**src/rtl/mux4_rr_arbiter_pkg.sv**
```systemverilog
`default_nettype none
// ============================================================================
// Module   : mux_sel_pkg
// Purpose  : Shared widths, arbiter state type and one-hot to select helper
// Revision : 1.0 - initial release
// ============================================================================
package mux_sel_pkg;

  localparam int NCH   = 4;
  localparam int SEL_W = 2;

  typedef enum logic [0:0] {
    IDLE  = 1'b0,
    GRANT = 1'b1
  } state_e;

  function automatic logic [SEL_W-1:0] onehot_to_sel(input logic [NCH-1:0] oh);
    logic [SEL_W-1:0] s;
    s = '0;
    for (int i = 0; i < NCH; i++) begin
      if (oh[i]) s = s | SEL_W'(i);
    end
    return s;
  endfunction

endpackage
`default_nettype wire

```
**src/rtl/mux4_rr_arbiter_rr_pick.sv**
```systemverilog
`default_nettype none
// ============================================================================
// Module   : rr_pick
// Purpose  : Combinational round-robin winner search starting after 'last'
// Revision : 1.0 - initial release
// ============================================================================
module rr_pick
  import mux_sel_pkg::*;
(
  input  logic [NCH-1:0]   req,
  input  logic [SEL_W-1:0] last,
  output logic [SEL_W-1:0] win_idx,
  output logic             any
);

  logic [SEL_W-1:0] cand;

  // Walk from lowest to highest priority so the nearest requester wins last.
  always_comb begin
    win_idx = last;
    cand    = '0;
    for (int k = NCH; k >= 1; k--) begin
      cand = last + SEL_W'(k);
      if (req[cand]) win_idx = cand;
    end
    any = |req;
  end

endmodule
`default_nettype wire

```
**src/rtl/mux4_rr_arbiter.sv**
```systemverilog
`default_nettype none
// ============================================================================
// Module   : mux4_rr_arbiter
// Purpose  : Round-robin arbiter with hold budget driving a 4:1 mux select
// Revision : 1.0 - initial release
// ============================================================================
module mux4_rr_arbiter
  import mux_sel_pkg::*;
#(
  parameter int HOLD_MAX = 8
) (
  input  logic             clk,
  input  logic             rst_n,
  input  logic [NCH-1:0]   req,
  input  logic             done,
  output logic [SEL_W-1:0] sel,
  output logic [NCH-1:0]   grant,
  output logic             valid,
  output logic             timeout
);

  localparam int               CNT_W     = $clog2(HOLD_MAX + 1);
  localparam logic [CNT_W-1:0] CNT_LIMIT = CNT_W'(HOLD_MAX - 1);

  state_e           state_q, state_d;
  logic [SEL_W-1:0] last_q, last_d;
  logic [SEL_W-1:0] sel_q, sel_d;
  logic [NCH-1:0]   grant_q, grant_d;
  logic             valid_q, valid_d;
  logic             timeout_q, timeout_d;
  logic [CNT_W-1:0] cnt_q, cnt_d;

  logic [SEL_W-1:0] win_idx;
  logic             win_any;
  logic             rel_done, rel_drop, rel_limit, release_now, load;

  rr_pick u_pick (
    .req     (req),
    .last    (last_q),
    .win_idx (win_idx),
    .any     (win_any)
  );

  always_comb begin
    state_d     = state_q;
    last_d      = last_q;
    sel_d       = sel_q;
    grant_d     = grant_q;
    valid_d     = valid_q;
    timeout_d   = 1'b0;
    cnt_d       = cnt_q;
    load        = 1'b0;
    rel_done    = done;
    rel_drop    = ~req[sel_q];
    rel_limit   = (cnt_q == CNT_LIMIT);
    release_now = rel_done | rel_drop | rel_limit;

    case (state_q)
      IDLE: begin
        load = win_any;
      end
      GRANT: begin
        if (release_now) begin
          timeout_d = rel_limit & ~rel_done & ~rel_drop;
          if (win_any) begin
            load = 1'b1;
          end else begin
            state_d = IDLE;
            grant_d = '0;
            valid_d = 1'b0;
            cnt_d   = '0;
          end
        end else begin
          cnt_d = cnt_q + CNT_W'(1);
        end
      end
      default: state_d = IDLE;
    endcase

    // last_q always equals the current owner, so re-arbitration on release
    // already treats the released channel as lowest priority.
    if (load) begin
      grant_d = NCH'(1) << win_idx;
      sel_d   = onehot_to_sel(grant_d);
      last_d  = sel_d;
      valid_d = 1'b1;
      cnt_d   = '0;
      state_d = GRANT;
    end
  end

  always_ff @(posedge clk or negedge rst_n) begin
    if (!rst_n) begin
      state_q   <= IDLE;
      last_q    <= SEL_W'(NCH - 1);
      sel_q     <= '0;
      grant_q   <= '0;
      valid_q   <= 1'b0;
      timeout_q <= 1'b0;
      cnt_q     <= '0;
    end else begin
      state_q   <= state_d;
      last_q    <= last_d;
      sel_q     <= sel_d;
      grant_q   <= grant_d;
      valid_q   <= valid_d;
      timeout_q <= timeout_d;
      cnt_q     <= cnt_d;
    end
  end

  assign sel     = sel_q;
  assign grant   = grant_q;
  assign valid   = valid_q;
  assign timeout = timeout_q;

endmodule
`default_nettype wire
```
**config.mk**
```make
export PLATFORM = sky130hd
export DESIGN_NAME = mux4_rr_arbiter
export DESIGN_NICKNAME = d
export VERILOG_FILES = /design/src/rtl/mux4_rr_arbiter_pkg.sv /design/src/rtl/mux4_rr_arbiter_rr_pick.sv /design/src/rtl/mux4_rr_arbiter.sv
export SDC_FILE = /design/constraint.sdc
export NUM_CORES = 1
export LEC_CHECK = 0
export BUFFER_PORTS_ARGS = -buffer_cell sky130_fd_sc_hd__buf_2
export CAP_MARGIN = 5
export CORE_UTILIZATION = 25
export CTS_CLUSTER_DIAMETER = 60
export DETAILED_ROUTE_END_ITERATION = 10
export PLACE_DENSITY = 0.46
export REMOVE_ABC_BUFFERS = 1
export SYNTH_ARGS = -nofsm -noshare
export SYNTH_HDL_FRONTEND = slang
export SYNTH_SLANG_ARGS = --single-unit
```
**constraint.sdc**
```tcl
create_clock -name clk -period 2.4 [get_ports clk]
set_input_delay 0.48 -clock clk [delete_from_list [all_inputs] [get_ports clk]]
set_output_delay 0.48 -clock clk [all_outputs]
set_load 0.05 [all_outputs]
```
==> results.sh, run 1 <==
export IMPL_start_util_pct=27.4
export IMPL_cts_hold_buffers=0
export IMPL_ys_seq_area_share_pct=48.3
export IMPL_grt_pass1_vias=560
export IMPL_layout_nets=96
export IMPL_finalWorstSetupSlack_ps=562
export IMPL_critical_path_arrival_ps=2000
export IMPL_hp_class="in2async"
export IMPL_insertion_delay_ps=270
export IMPL_cp_start_kind="register"
export IMPL_syn_cell_area_um2=782
export IMPL_setup_viol=0
export IMPL_synth_cell_types=33
export IMPL_place_gp_congestion=0.786
export IMPL_dpl_hpwl_um=1170
export IMPL_synth_compound_area_share_pct=19.2
export IMPL_slowest_stage="dfrtp_1"
export IMPL_clock_root_buffer="clkbuf_4"
export IMPL_ios=15
export IMPL_grt_ovfl_total=0
export IMPL_grt_pass1_wl_um=2620
export IMPL_viasPerCell=4.99
export IMPL_synth_simple_area_share_pct=13.8
export IMPL_finalCritPeriodShare_pct=76.6
export IMPL_met3_length_um=72
export IMPL_grt_usage_pct=10.5
export IMPL_max_slew_margin_pct=69.1
export IMPL_clkSinkCount=15
export IMPL_vdd_ir_drop_worst_v=0.000586
export IMPL_r2r_end="sel[0]"
export IMPL_drt_iter0_markers=17
export IMPL_drtAntennaViolNets=0
export IMPL_crit_start="cnt_q[0]"
export IMPL_power_leakage_nw=0.444
export IMPL_postCtsSetupBuffers=0
export IMPL_total_power_w=0.00110
export IMPL_drc=2
export IMPL_critPathTopFamily="simple AND/OR/NAND/NOR gates"
export IMPL_ff2ff_path_depth=5
export IMPL_finalHoldViolCount=0
export IMPL_fp_dieW_um=57.9
export IMPL_setup_tns_ps=0
export IMPL_synth_adder_area_share_pct=1.60
export IMPL_reg2reg_from="cnt_q[0]"
export IMPL_multi_input_area_um2=358
export IMPL_synth_seq_cells=15
export IMPL_syn_inst=71
export IMPL_required_ps=2560
export IMPL_fmax_mhz=544
export IMPL_synth_area_per_cell_um2=11.0
export IMPL_r2r_slack_ps=560
export IMPL_post_cts_resized=0
export IMPL_drive_gt1_share_pct=28.7
export IMPL_synthFlopType="dfrtp_1"
export IMPL_fin_crit_ps=1840
export IMPL_max_stage_delay_ps=380
export IMPL_cts_buffer_depth=2
export IMPL_first_pass_iters=7
export IMPL_layout_common_cells="buf_2 (14), dfrtp_1 (13), mux2i_1 (5), inv_1 (5), nand2_1 (4)"
export IMPL_cap_violations=0
export IMPL_crit_type="reg2reg"
export IMPL_power_density_nw_per_um2=1230
export IMPL_grt_start_max_net_pins=16
export IMPL_route_met2_wl_um=653
export IMPL_tightest_slew_ps=461
export IMPL_clkTransAtPathRegs_ps=80
export IMPL_crit_chain="ha_1 > nand2_1 > nor2_1 > o21a_1 > mux2_4"
export IMPL_drt_wl_total_um=1480
export IMPL_outcome="complete, but fails checks"
export IMPL_synth_area_mux_share_pct=11.2
export IMPL_detailedPlace_worstSlack_ps=522
export IMPL_wire_per_inst_um=12.6
export IMPL_final_common_cell="buf_2"
export IMPL_h_tree_depth=1
export IMPL_die_h_um=57.9
export IMPL_antenna_found_initial=0
export IMPL_worst_path_stages=5
export IMPL_cts_buffers=3
export IMPL_drv_slew=0
export IMPL_wl_met1_um=737
export IMPL_worst_setup_path_end_kind="register"
export IMPL_dieArea_um2=3360
export IMPL_synth_top_family_by_area="compound AO/OA/AOI/OAI gates"
export IMPL_synth_edf_count=0
export IMPL_path_buf_inv=0
export IMPL_cts_tree="yes"
export IMPL_critPathMaxFanout=7
export IMPL_diodes=0
export IMPL_synth_xor_area_share_pct=0
export IMPL_critPathCapture="sel[0]"
export IMPL_dr_total_vias=589
export IMPL_synth_warnings=0
export IMPL_grt_setup_unrepaired="false"
export IMPL_clock_skew_ps=1.50
export IMPL_io_buffers=14
export IMPL_fp_row_count=19
export IMPL_top_layer="met4"
export IMPL_layout_area_seq_um2=378
export IMPL_async_reset_ff_share_pct=100
export IMPL_nFillCells=307
export IMPL_syn2layout_area_growth_pct=14.7
export IMPL_violations="DRC"
export IMPL_core_area_um2=2850
[metrics by stage]
| stage | instance area, um^2 | cells | hold WS, ps | utilization, % |
|---|---|---|---|---|
| 2_1_floorplan | 754 | 68 | 184 | - |
| 3_3_place_gp | 871 | 114 | 406 | 30.5 |
| 3_5_place_dp | 871 | 114 | 406 | 30.5 |
| 4_1_cts | 897 | 118 | 98.7 | 31.4 |
| 5_1_grt | 897 | 118 | 89.6 | 31.4 |
| 6_report | 897 | 118 | 93.0 | 31.4 |
[Yosys cell counts (2+ instances only)]
library cell / instances / area, um^2
inv_1: 5 / 18.8
a21o_1: 3 / 22.5
dfstp_2: 2 / 52.6
a32o_1: 2 / 20.0
o22ai_1: 2 / 12.5
nand2_1: 4 / 15.0
nor3b_1: 2 / 15.0
nand3_1: 2 / 10.0
nor2_1: 3 / 11.3
o32ai_1: 2 / 17.5
nand3b_1: 2 / 15.0
nor3_1: 2 / 10.0
a21oi_1: 2 / 10.0
mux2i_1: 5 / 50.1
dfrtp_1: 13 / 325
mux2_2: 2 / 22.5
buf_6: 2 / 22.5
[kinds of logic after synthesis]
family	after synthesis
buf+inv	8
fa+ha+maj	1
simple gates	19
flops	15
mux	8
compound gates	20
[report_power, final]
group / internal, W / leakage (nW) / switching (W)
sequential: 0.000345 / 0.184 / 0.0000704
combinational: 0.000204 / 0.245 / 0.000350
clock: 0.0000643 / 0.0150 / 0.0000693
[area by class of cell]
class / count / share of cell area, %
clock buffer: 4 / 2.93
inverter: 5 / 2.09
multi-input combinational: 48 / 39.9
sequential: 15 / 42.1
tap: 31 / 4.32
timing repair buffer: 15 / 8.65
[routing by layer]
metal | vias up | global-route usage, %
met1 | 277 | 13.3
li1 | 299 | -
met5 | - | 0
met4 | 0 | 5.10
met2 | 11 | 15.3
met3 | 2 | 4.46
[flip-flops by register name, indices dropped and copies added (netlist names)]
register / flops
cnt_q: 4
grant: 4
last_q: 2
sel: 2
state_q: 1
timeout: 1
valid: 1
[worst min-delay path by stage]
stage	start	to	slack, ps
after detailed placement	rst_n	cnt_q[1]	410
final	rst_n	cnt_q[1]	90
after CTS	rst_n	cnt_q[1]	100
after global routing	rst_n	cnt_q[0]	90
after floorplan	rst_n	cnt_q[0]	180
after global placement	rst_n	cnt_q[0]	410
Note: power is estimated with default switching activity, not from simulation.
==> run 2: changes to the inputs <==
==> constraint.sdc (replaced) <==
create_clock -name clk -period 1.95 [get_ports clk]
set_input_delay 0.39 -clock clk [delete_from_list [all_inputs] [get_ports clk]]
set_output_delay 0.39 -clock clk [all_outputs]
set_load 0.05 [all_outputs]
==> results.sh, run 2 (synthesis gave the netlist of run 1 again) <==
export IMPL_outcome="complete, but fails checks"
export IMPL_violations="DRC"
export IMPL_crit_type="reg2reg"
export IMPL_worst_setup_path_end_kind="register"
export IMPL_fin_crit_ps=1660
export IMPL_start_util_pct=27.4
export IMPL_insertion_delay_ps=280
export IMPL_max_slew_margin_pct=72.1
export IMPL_critPathTopFamily="multiplexers"
export IMPL_cts_buffers=3
export IMPL_critPathMaxFanout=5
export IMPL_grt_setup_unrepaired="false"
export IMPL_drive_gt1_share_pct=31.1
export IMPL_multi_input_area_um2=358
export IMPL_drc=2
export IMPL_nFillCells=304
export IMPL_place_gp_congestion=0.804
export IMPL_dpl_hpwl_um=1190
export IMPL_fp_dieW_um=57.9
export IMPL_worst_path_stages=5
export IMPL_final_common_cell="buf_2"
export IMPL_tightest_slew_ps=416
export IMPL_cts_hold_buffers=1
export IMPL_fmax_mhz=603
export IMPL_cts_tree="yes"
export IMPL_fin_hold_ws_ps=421
export IMPL_fin_area_um2=923
export IMPL_core_area_um2=2850
export IMPL_setup_viol=0
export IMPL_cts_buffer_depth=2
export IMPL_finalCritPeriodShare_pct=85.0
export IMPL_drtAntennaViolNets=0
export IMPL_holdPathStages=2
export IMPL_grt_pass1_vias=561
export IMPL_placed_cell_area_um2=886
export IMPL_wire_per_inst_um=13.0
export IMPL_clock_skew_ps=7.17
export IMPL_first_pass_iters=6
export IMPL_grt_start_max_net_pins=16
export IMPL_antenna_found_initial=0
export IMPL_total_power_w=0.00139
export IMPL_detailedPlace_worstSlack_ps=235
export IMPL_layout_nets=99
export IMPL_crit_chain="mux2_2 > a2bb2oi_1 > o21a_1 > buf_4 > mux2i_1"
export IMPL_path_buf_inv=1
export IMPL_drt_iter0_markers=18
export IMPL_clock_root_buffer="clkbuf_4"
export IMPL_die_h_um=57.9
export IMPL_grt_pass1_wl_um=2590
export IMPL_power_leakage_nw=0.461
export IMPL_grt_usage_pct=10.3
export IMPL_drv_slew=0
export IMPL_viasPerCell=4.90
export IMPL_dieArea_um2=3360
export IMPL_drt_wl_total_um=1570
export IMPL_required_ps=2170
export IMPL_syn2layout_area_growth_pct=18.1
export IMPL_ff2ff_path_depth=5
export IMPL_clkSinkCount=15
export IMPL_finalWorstSetupSlack_ps=292
export IMPL_fp_row_count=19
export IMPL_clkTransAtPathRegs_ps=100
export IMPL_cp_start_kind="register"
export IMPL_finalHoldViolCount=0
export IMPL_cap_violations=0
export IMPL_h_tree_depth=1
export IMPL_layout_common_cells="buf_2 (14), dfrtp_1 (13), mux2i_1 (5), inv_1 (5), nand2_1 (4)"
export IMPL_max_stage_delay_ps=430
export IMPL_slowest_stage="dfrtp_1"
export IMPL_power_density_nw_per_um2=1510
export IMPL_dr_total_vias=593
export IMPL_post_cts_resized=0
export IMPL_postCtsSetupBuffers=0
export IMPL_placed_cells=116
export IMPL_vdd_ir_drop_worst_v=0.000565
export IMPL_hp_class="in2reg"
export IMPL_layoutNonFillerInstCount=121
export IMPL_grt_ovfl_total=0
export IMPL_ios=15
export IMPL_io_buffers=14
export IMPL_diodes=0
export IMPL_layout_area_seq_um2=378
export IMPL_critical_path_arrival_ps=1870
[run 2: worst paths after layout]
kind / start / endpoint / slack, ps
setup reg to reg: sel[1] / last_q[1] / 290
hold reg to reg: valid / valid / 490
hold / removal: req[0] / state_q / 420
setup / recovery: sel[1] / last_q[1] / 290
max in group asynchronous: rst_n / last_q[1] / 1140
min in group asynchronous: rst_n / grant[3] / 530
[run 2: cell type report]
| class | count | share of cell area, % |
|---|---|---|
| clock buffers | 3 | 2.44 |
| clock inverters | 1 | 0.542 |
| repair buffers | 18 | 11.1 |
| well taps | 31 | 4.20 |
| flip-flops and latches | 15 | 40.9 |
| multi-input cells | 48 | 38.8 |
| inverters | 5 | 2.03 |
[run 2: power by group]
group / switching (W) / leakage (nW) / internal [W] / total (W)
Sequential: 0.0000920 / 0.184 / 0.000425 / 0.000517
Combinational: 0.000436 / 0.259 / 0.000262 / 0.000697
Clock: 0.000104 / 0.0177 / 0.0000761 / 0.000180
[run 2: through the flow]
stage	utilization (%)	TNS [ps]
2_1_floorplan	-	-1840
3_3_place_gp	31.1	0
3_5_place_dp	31.1	0
4_1_cts	32.4	0
5_1_grt	32.4	0
6_report	32.4	0
[run 2: metal layers]
metal | track usage, % | part of all wire, % | vias up
met1 | 14.2 | 50 | 276
met4 | 5.10 | 1.2 | 0
li1 | - | - | 306
met3 | 3.13 | 4.0 | 2
met5 | 0 | 0 | -
met2 | 14.8 | 45 | 9
